### config.mk
export PLATFORM = sky130hd
export DESIGN_NAME = rr_arbiter_16
export DESIGN_NICKNAME = d
export VERILOG_FILES = /design/src/rtl/rr_arbiter_16.sv
export SDC_FILE = /design/constraint.sdc
export NUM_CORES = 1
export LEC_CHECK = 0
export ABC_AREA = 0
export BUFFER_PORTS_ARGS = -buffer_cell sky130_fd_sc_hd__buf_2
export CAP_MARGIN = 20
export CELL_PAD_IN_SITES_DETAIL_PLACEMENT = 0
export CELL_PAD_IN_SITES_GLOBAL_PLACEMENT = 1
export CORE_MARGIN = 2
export CORE_UTILIZATION = 30
export DETAILED_ROUTE_END_ITERATION = 10
export PLACE_DENSITY_LB_ADDON = 0.12
export SLEW_MARGIN = 10
export SYNTH_ARGS = -nofsm -noshare
export SYNTH_HDL_FRONTEND = slang
export SYNTH_SLANG_ARGS = --single-unit
### constraint.sdc
create_clock -name clk -period 9.8 [get_ports clk]
set_input_delay 0 -clock clk [delete_from_list [all_inputs] [get_ports clk]]
set_output_delay 0 -clock clk [all_outputs]
set_load 0.05 [all_outputs]
### src/rtl/rr_arbiter_16.sv
// Round-robin arbiter for 16 requesters with a held, registered one-hot grant.
// A grant is released by the owner's done strobe or force-released after TIMEOUT cycles.
module rr_arbiter_16 #(
   parameter int unsigned TIMEOUT = 64
) (
   input  logic        clk,
   input  logic        reset,
   input  logic [15:0] req,
   input  logic        done,
   output logic [15:0] grant,
   output logic [3:0]  grant_idx,
   output logic        grant_valid,
   output logic        timeout_err
);

   typedef enum logic [0:0] {StIdle, StGrant} state_e;

   state_e      state_q, state_d;
   logic [3:0]  ptr_q, ptr_d;
   logic [7:0]  cnt_q, cnt_d;
   logic [15:0] grant_q, grant_d;
   logic [3:0]  idx_q, idx_d;
   logic        valid_q, valid_d;
   logic        err_q, err_d;

   logic [3:0]  sel;
   logic [3:0]  cand;
   logic        found;

   // Rotating first-set search starting at ptr_q.
   always_comb begin
      sel   = 4'd0;
      cand  = 4'd0;
      found = 1'b0;
      for (int i = 0; i < 16; i++) begin
         cand = ptr_q + 4'(i);
         if (!found && req[cand]) begin
            found = 1'b1;
            sel   = cand;
         end
      end
   end

   always_comb begin
      state_d = state_q;
      ptr_d   = ptr_q;
      cnt_d   = cnt_q;
      grant_d = grant_q;
      idx_d   = idx_q;
      valid_d = valid_q;
      err_d   = 1'b0;
      unique case (state_q)
         StIdle: begin
            if (found) begin
               grant_d = 16'd1 << sel;
               idx_d   = sel;
               valid_d = 1'b1;
               cnt_d   = 8'd0;
               state_d = StGrant;
            end
         end
         StGrant: begin
            if (done || cnt_q == 8'(TIMEOUT - 1)) begin
               // done has priority, so a coincident timeout is not flagged
               err_d   = ~done;
               grant_d = 16'd0;
               idx_d   = 4'd0;
               valid_d = 1'b0;
               ptr_d   = idx_q + 4'd1;
               state_d = StIdle;
            end else begin
               cnt_d = cnt_q + 8'd1;
            end
         end
         default: state_d = StIdle;
      endcase
   end

   always_ff @(posedge clk) begin
      if (reset) begin
         state_q <= StIdle;
         ptr_q   <= 4'd0;
         cnt_q   <= 8'd0;
         grant_q <= 16'd0;
         idx_q   <= 4'd0;
         valid_q <= 1'b0;
         err_q   <= 1'b0;
      end else begin
         state_q <= state_d;
         ptr_q   <= ptr_d;
         cnt_q   <= cnt_d;
         grant_q <= grant_d;
         idx_q   <= idx_d;
         valid_q <= valid_d;
         err_q   <= err_d;
      end
   end

   assign grant       = grant_q;
   assign grant_idx   = idx_q;
   assign grant_valid = valid_q;
   assign timeout_err = err_q;

endmodule

==> reports/metrics.cfg, run 1 <==
[pwr]
p_switching_mw = 0.319
p_comb_share_pct = 56.7
leakage_nw = 1.67
p_per_area_nw_per_um2 = 154
seqPwrFrac_pct = 22.3
clkPwrFrac_pct = 21.0
peakVddDrop_mv = 0.153
swShare_pct = 44.7
p_int_mw = 0.394

[placed_design]
gp_congestion = 0.870
io_buffers = 40
hpwl_um = 10000
dpl.cell_count = 647
placed_area_um2 = 4480

[critical_path]
crit_fanout = 28
critical-path-top-delay-family = multiplexers
critPathBufInv = 2
cp-end-kind = flop
crit_path_top_delay_cell = ha_1
critical_path_class = reg -> reg
cp-start-kind = flop
crit_arrival_ns = 5.66
ff2ff_path_depth = 13
cp_cell_sequence = buf_4 -> inv_1 -> ha_1 -> mux4_2 -> mux2_2 -> mux2i_4 -> nor3b_2 -> nor4b_2 -> o21ai_1 -> a221oi_1 -> a21o_1 -> and2_1 -> a32o_1
slowest_delay_ns = 1.03
cp.required_ns = 10.02
cp_num_cells = 13

[synthesis]
synthAdderAreaFrac_pct = 2.69
synthTopCellsByCount = nor2_1 (46), nand2_1 (37), dfxtp_1 (35), mux2i_1 (29), mux4_2 (29)
ys_seq_area_share_pct = 16.7
synth_area_per_cell_um2 = 9.26
postSynthNetCount = 480
synthFlopType = dfxtp_1
synth_top_area_cell = dfxtp_1
syn_inst = 452
async_reset_ff_share_pct = 0
syn-cell-area_um2 = 4190
synth_most_common_cell = nor2_1
synth-edff-count = 0
ys_ff_latch = 35
synth.area.mux_share_pct = 31.0
synth_top_cell_area_share_pct = 16.7
synth_compound_area_share_pct = 18.9
synth.area.top_cells = dfxtp_1 (17%), mux4_2 (16%), mux2i_1 (6.9%)
synth.distinct_cells = 80
synth_top_family_by_area = multiplexers
yosysWarnings = 0
yosys.area_share.simple_pct = 21.7
synthXorXnorAreaFrac_pct = 4.54

[routing]
via_per_inst = 5.76
drtIter0Drc = 318
ant_nets = 0
drcViolationCount = 0
first_pass_iters = 4
vias = 3777
routed_wl_um = 13500
post_drt_wl_per_cell_um = 20.5

[cts]
cts_setup_buffers = 0
clock-sinks = 35
cts-root-buf = clkbuf_16
clock_latency_ns = 0.28
clockBufferDepth = 2
cts_tree = built
post_cts_resized = 0
clk_pin_slew_ns = 0.05
cts_htree_levels = 2
numCtsBuffers = 5

[timing]
final-hold-violation-count = 0
fin_crit_sh_pct = 55.5
tightest_slew_ns = 0.947
skew_ns = 0.00454
fmax_mhz = 184
setup-violations-final = 0
slew_violations = 0
period_needed_ns = 5.44
relSlewSlack_pct = 36.9
rsz0062_at_grt = false
setup_tns_ns = 0

[die]
die_area_um2 = 14900
core_area_um2 = 13800
die_w_um = 122
ios = 41
die_h_um = 122
rows = 43
initial_core_util_pct = 30.4

[layout]
finalInstanceArea_um2 = 4630
area_growth_pct = 10.6
nNetsFinal = 503
utilization_pct = 33.6
post_route_cells_drive_above_1_share_pct = 28.8
instances_no_fill = 656
diodes = 0

[grt]
track_usage_pct = 18.5
antenna_found_initial = 0
grt-ovfl-total = 0
grt_pass1_wl_um = 21300
grt_pass1_vias = 3782
grt_max_degree = 43

[hold_path]
min_path_type = in -> reg
worstHoldPathCells = 2

[outcome]
outcome = finished, final reports clean

[flow_run]
drv_cap = 0

worst paths after layout:
| check | from | endpoint | slack (ns) |
|---|---|---|---|
| worst max-delay path | ptr_q[0]$_SDFFE_PP0P_ | grant[2]$_SDFFE_PP0P_ | 4.36 |
| worst min-delay path | reset | cnt_q[0]$_SDFFE_PP0P_ | 0.08 |
| worst max register to register | ptr_q[0]$_SDFFE_PP0P_ | grant[2]$_SDFFE_PP0P_ | 4.36 |
| worst min register to register | grant[11]$_SDFFE_PP0P_ | grant[11]$_SDFFE_PP0P_ | 0.46 |
cells by family (layout without fill, tap and decap cells):
| kind of cell | Yosys count | in the layout |
|---|---|---|
| simple gates | 161 | 161 |
| buf+inv | 36 | 60 |
| compound gates | 105 | 105 |
| mux | 86 | 86 |
| flops | 35 | 35 |
| xor+xnor | 20 | 20 |
| fa+ha+maj | 9 | 9 |
per-layer routing:
layer / routed length, µm / vias to the layer above / GRT usage [%]
met5: 0 / - / 0
met4: 155 / 0 / 5.53
met3: 669 / 12 / 2.57
met2: 6490 / 98 / 31.1
met1: 6140 / 1866 / 24.6
li1: - / 1801 / -
power groups by stage:
stage | logic [mW] | registers [mW] | clock network (mW)
finish | 0.404 | 0.159 | 0.149
global route | 0.438 | 0.160 | 0.163
floorplan | 0.285 | 0.185 | 0
detailed placement | 0.401 | 0.162 | 0
global placement | 0.406 | 0.161 | 0
CTS | 0.403 | 0.159 | 0.157
final cells by class:
cell class,count,area [µm²]
Clock buffer,6,129
Clock inverter,2,12.5
Fill cell,1474,9140
Inverter,7,26.3
Multi-Input combinational cell,381,3300
Sequential cell,35,702
Tap cell,180,225
Timing Repair Buffer,45,240
timing repair:
item	4_1_cts	5_1_grt
hold endpoints to repair	1	0
hold buffers	1	0
setup endpoints to repair	0	0
layout by cell type (no fill, tap or decap), types with 11 or more instances in the layout:
cell / netlist / routed
nor2_1: 46 / 46
buf_2: 10 / 40
nand2_1: 37 / 37
dfxtp_1: 35 / 34
mux4_2: 29 / 29
mux2i_1: 29 / 29
mux2_2: 21 / 21
a32o_1: 20 / 20
a21oi_1: 19 / 19
o21ai_0: 13 / 13
xor2_1: 11 / 11
nand3_1: 11 / 11
registers in the layout (all words and copies together) (netlist names):
signal,flops
grant,16
cnt_q,8
grant_idx,4
ptr_q,4
grant_valid,1
state_q,1
timeout_err,1
through the flow:
stage / setup WS (ns) / hold WS (ns) / total power, mW
after floorplan: 4.98 / 0.0793 / 0.470
after global placement: 4.30 / 0.192 / 0.567
after detailed placement: 4.33 / 0.197 / 0.562
after CTS: 4.30 / 0.0820 / 0.719
after global routing: 3.93 / 0.108 / 0.761
final: 4.36 / 0.0850 / 0.712
Note: power is estimated with default switching activity, not from simulation.
==> run 2, diff against run 1 <==
==> constraint.sdc (replaced) <==
create_clock -name clk -period 4.6 [get_ports clk]
set_input_delay 0 -clock clk [delete_from_list [all_inputs] [get_ports clk]]
set_output_delay 0 -clock clk [all_outputs]
set_load 0.05 [all_outputs]
==> run 2 against run 1 <==
Net effect: sequential share of layout area down 0.57 points; cell count up 3.5%; combinational power increased by 130%; clock power increased by 110%; global-route usage increased by 0.91 points; sequential power up 110%; utilization is 1.3 points higher.
==> reports/metrics.cfg, run 2 (synthesis gave the netlist of run 1 again) <==
[outcome]
outcome = finished, final reports clean

[die]
die_area_um2 = 14900
die_h_um = 122
initial_core_util_pct = 30.4
rows = 43
core_area_um2 = 13800
ios = 41
die_w_um = 122

[cts]
cts-root-buf = clkbuf_16
numCtsBuffers = 5
clock-sinks = 35
clk_pin_slew_ns = 0.05
cts_tree = built
clockBufferDepth = 2
cts_htree_levels = 2
clock_latency_ns = 0.28
cts_setup_buffers = 0

[pwr]
swShare_pct = 44.1
clkPwrFrac_pct = 20.1
p_switching_mw = 0.697
peakVddDrop_mv = 0.277
seqPwrFrac_pct = 21.4
power_mw = 1.58
leakage_nw = 1.78
p_comb_share_pct = 58.5
p_int_mw = 0.883
p_per_area_nw_per_um2 = 328

[routing]
via_per_inst = 5.80
ant_nets = 0
routed_wl_um = 13700
post_drt_wl_per_cell_um = 20.2
vias = 3938
first_pass_iters = 5
drcViolationCount = 0
drtIter0Drc = 381

[layout]
largest_reg_flops = 16
diodes = 0
utilization_pct = 34.9
final_common_cell = nor2_1
area_growth_pct = 15.0
instances_no_fill = 679
final_cell_mix = nor2_1 (46), buf_2 (40), nand2_1 (37)
post_route_cells_drive_above_1_share_pct = 32.3
nNetsFinal = 526
finalInstanceArea_um2 = 4810

[critical_path]
cp_cell_sequence = buf_4 -> buf_4 -> mux4_2 -> mux2_2 -> mux2i_2 -> nand2b_1 -> mux2_2 -> a32o_1 -> a21oi_1 -> o21ai_2 -> nor2b_2 -> a32o_1
crit_path_top_delay_cell = mux4_2
cp-end-kind = flop
cp-start-kind = flop
critPathBufInv = 2
reg2reg_slack_ns = 0.26
slowest_delay_ns = 0.55
crit_fanout = 25
critical-path-top-delay-family = multiplexers
crit_arrival_ns = 4.51
critical_path_class = reg -> reg
cp.required_ns = 4.77

[timing]
timing.final.ws_setup_ns = 0.259
fmax_mhz = 230
setup-violations-final = 0
setup_tns_ns = 0
whs_ns = 0.0948
final-hold-violation-count = 0
tightest_slew_ns = 0.684
rsz0062_at_grt = false
period_needed_ns = 4.34
skew_ns = 0.00474
relSlewSlack_pct = 54.1
fin_crit_sh_pct = 94.4
slew_violations = 0

[hold_path]
min_path_type = in -> reg

[placed_design]
pre_cts_ws_ns = 0.301
io_buffers = 40
gp_congestion = 0.818
dpl.cell_count = 670
placed_area_um2 = 4660
hpwl_um = 10500

[flow_run]
drv_cap = 0

[grt]
grt_max_degree = 28
track_usage_pct = 19.4
antenna_found_initial = 0
grt-ovfl-total = 0
grt_pass1_vias = 3998
grt_pass1_wl_um = 22400

-- run 2: cell types whose count changed in the layout (fill, tap and decap cells not counted) --
cell / before / now
ha_1: 9 / 8
nor3b_4: 1 / 2
nor3b_2: 1 / 0
buf_4: 4 / 27
ha_2: 0 / 1
-- run 2: worst paths after layout --
kind,cells after the start,end,from
max reg2reg,12,grant[13]$_SDFFE_PP0P_,ptr_q[1]$_SDFFE_PP0P_
min reg2reg,1,grant[15]$_SDFFE_PP0P_,grant[15]$_SDFFE_PP0P_
min,2,grant_idx[0]$_SDFFE_PP0P_,reset
max,12,grant[13]$_SDFFE_PP0P_,ptr_q[1]$_SDFFE_PP0P_
-- run 2: repair_timing --
| action | 4_1_cts | 5_1_grt |
|---|---|---|
| hold buffers | 1 | 0 |
| hold endpoints to repair | 1 | 0 |
| gates resized for setup | 0 | 1 |
| setup endpoints to repair | 0 | 16 |
-- run 2: cell type report --
| type | count | area (µm²) |
|---|---|---|
| repair buffers | 68 | 413 |
| well taps | 180 | 225 |
| clock inverters | 2 | 12.5 |
| flip-flops and latches | 35 | 702 |
| inverters | 7 | 26.3 |
| clock buffers | 6 | 129 |
| multi-input cells | 381 | 3310 |
| fillers | 1488 | 8960 |
-- run 2: power by group through the flow --
| stage | registers, mW | clock network (mW) | logic, mW |
|---|---|---|---|
| 6_report | 0.338 | 0.318 | 0.924 |
| 2_1_floorplan | 0.395 | 0 | 0.612 |
| 3_5_place_dp | 0.344 | 0 | 0.911 |
| 4_1_cts | 0.338 | 0.335 | 0.915 |
| 5_1_grt | 0.341 | 0.347 | 0.998 |
| 3_3_place_gp | 0.344 | 0 | 0.925 |
-- run 2: per-layer routing --
metal | GRT usage, % | vias up | wire length (µm) | part of all wire, %
met5 | 0 | - | 0 | 0
met4 | 6.25 | 0 | 289 | 2.1
met3 | 3.46 | 22 | 892 | 6.5
met2 | 31.1 | 128 | 6310 | 46
met1 | 26.5 | 1941 | 6220 | 45
li1 | - | 1847 | - | -
==> run 3, diff against run 2 <==
--- a/config.mk
+++ b/config.mk
@@ -11,9 +11,9 @@
 export CELL_PAD_IN_SITES_DETAIL_PLACEMENT = 0
 export CELL_PAD_IN_SITES_GLOBAL_PLACEMENT = 1
 export CORE_MARGIN = 2
-export CORE_UTILIZATION = 30
+export CORE_UTILIZATION = 43
 export DETAILED_ROUTE_END_ITERATION = 10
-export PLACE_DENSITY_LB_ADDON = 0.12
+export PLACE_DENSITY = 0.82
 export SLEW_MARGIN = 10
 export SYNTH_ARGS = -nofsm -noshare
 export SYNTH_HDL_FRONTEND = slang
==> constraint.sdc (replaced) <==
create_clock -name clk -period 3.5 [get_ports clk]
set_input_delay 0 -clock clk [delete_from_list [all_inputs] [get_ports clk]]
set_output_delay 0 -clock clk [all_outputs]
set_load 0.05 [all_outputs]
==> run 3 against run 2 <==
Net effect: the run now ends with negative setup slack left; cell area increased by 23%; wire length increased by 4.6%; sequential cell count unchanged; sequential power increased by 32%; critical path depth increased by 4; first-iteration DRC count decreased by 2.4%; critical path type unchanged; critical endpoint is now grant[0]$_SDFFE_PP0P_; largest power group unchanged.
==> reports/metrics.cfg, run 3 (synthesis gave the netlist of run 1 again) <==
[layout]
largest_reg_flops = 16
nNetsFinal = 628
diodes = 0
post_route_cells_drive_above_1_share_pct = 50.1
final_common_cell = buf_4
area_growth_pct = 41.7
final_cell_mix = buf_4 (113), nor2_1 (45), buf_2 (40)

[cts]
cts_htree_levels = 2
clk_pin_slew_ns = 0.07
cts_tree = built
numCtsBuffers = 5
clockBufferDepth = 2
cts-root-buf = clkbuf_8
clock_latency_ns = 0.28
clock-sinks = 35

[grt]
grt_max_degree = 17
grt_pass1_vias = 4312
grt-ovfl-total = 0
antenna_found_initial = 0
grt_pass1_wl_um = 22400
track_usage_pct = 27.4

[timing]
timing.final.ws_setup_ns = -0.164
skew_ns = 0.00312
tightest_slew_ns = 0.654
slew_violations = 0
fin_crit_sh_pct = 105
setup-violations-final = 18
relSlewSlack_pct = 56.3
fmax_mhz = 273
period_needed_ns = 3.66
final-hold-violation-count = 0
rsz0062_at_grt = true

[routing]
via_per_inst = 6.12
post_drt_wl_per_cell_um = 19.5
first_pass_iters = 5
ant_nets = 0
routed_wl_um = 14300
vias = 4495
drcViolationCount = 0
drtIter0Drc = 372

[critical_path]
critical_path_class = reg -> reg
cp-start-kind = flop
crit_path_frequent_cell = buf_6
crit_arrival_ns = 3.84
cp.required_ns = 3.68
critical-path-top-delay-family = multiplexers
cp_cell_sequence = inv_8 -> ha_4 -> mux4_2 -> mux2_4 -> mux2i_4 -> buf_6 -> buf_6 -> nor3b_4 -> nor4b_4 -> buf_4 -> a32o_1 -> a21oi_2 -> o21ai_4 -> buf_6 -> nor2b_4 -> a32o_1
reg2reg_slack_ns = -0.16
cp-end-kind = flop
crit_fanout = 7
slowest_delay_ns = 0.56
critPathBufInv = 5
ff2ff_path_depth = 16
cp_num_cells = 16
crit_path_top_delay_cell = mux4_2

[pwr]
peakVddDrop_mv = 0.421
power_mw = 2.44
leakage_nw = 2.39
p_per_area_nw_per_um2 = 411

[outcome]
outcome = complete, but fails checks
violations = negative setup slack

[die]
rows = 36
die_w_um = 103
die_h_um = 103
initial_core_util_pct = 43.6
die_area_um2 = 10500
ios = 41
core_area_um2 = 9590

[placed_design]
gp_congestion = 0.970
pre_cts_ws_ns = -0.270
io_buffers = 40
hpwl_um = 10900

[flow_run]
drv_cap = 0

[hold_path]
worstHoldPathCells = 2
min_path_type = in -> reg

run 3: cell count changes in the layout (fill, tap and decap cells not counted), moves of 4 or more:
cell | previous run | this run
a21oi_1 | 19 | 14
buf_12 | 0 | 4
buf_4 | 27 | 113
buf_6 | 0 | 12
clkbuf_16 | 5 | 0
clkbuf_8 | 0 | 5
mux2i_1 | 29 | 23
mux2i_2 | 3 | 7
run 3: power breakdown:
group          switching [mW]  total, mW  internal [mW]  leakage [nW]
clock network           0.153      0.365          0.212        0.0581
logic                   0.867       1.63          0.762          2.05
registers              0.0233      0.447          0.424         0.285
total                    1.04       2.44           1.40          2.39
run 3: repair_timing:
item	4_1_cts	5_1_grt
pin swaps	26	20
gates resized for setup	37	23
setup endpoints to repair	23	26
gates cloned	0	0
hold endpoints to repair	1	0
hold buffers	1	0
buffers inserted	15	7
run 3: worst paths after layout:
path,start,to
worst max-delay path,ptr_q[1]$_SDFFE_PP0P_,grant[0]$_SDFFE_PP0P_
worst max register to register,ptr_q[1]$_SDFFE_PP0P_,grant[0]$_SDFFE_PP0P_
worst min register to register,grant[8]$_SDFFE_PP0P_,grant[8]$_SDFFE_PP0P_
worst min-delay path,reset,cnt_q[1]$_SDFFE_PP0P_
run 3: layout make-up:
class	instances	area (µm²)
Multi-Input combinational cell	381	3640
Tap cell	133	166
Timing Repair Buffer	170	1270
Clock inverter	3	43.8
Inverter	7	33.8
Fill cell	799	3660
Clock buffer	5	68.8
Sequential cell	35	706
run 3: metal layers:
metal	part of all wire (%)	GRT usage, %
met5	0	0
met4	2.9	8.41
met3	9.5	4.88
met2	47	43.9
met1	40	37.7
run 3: stage by stage:
step	util [%]	std cells	hold slack [ns]	TNS [ns]	instance area [µm²]
6_report	61.8	734	0.0975	-2.23	5930
5_1_grt	61.8	734	0.125	-4.55	5930
4_1_cts	59.8	727	0.0965	-1.76	5740
3_5_place_dp	55.7	704	0.220	-4.26	5350
3_3_place_gp	55.7	704	0.206	-3.32	5350
2_1_floorplan	-	452	0.0793	-13.46	4350
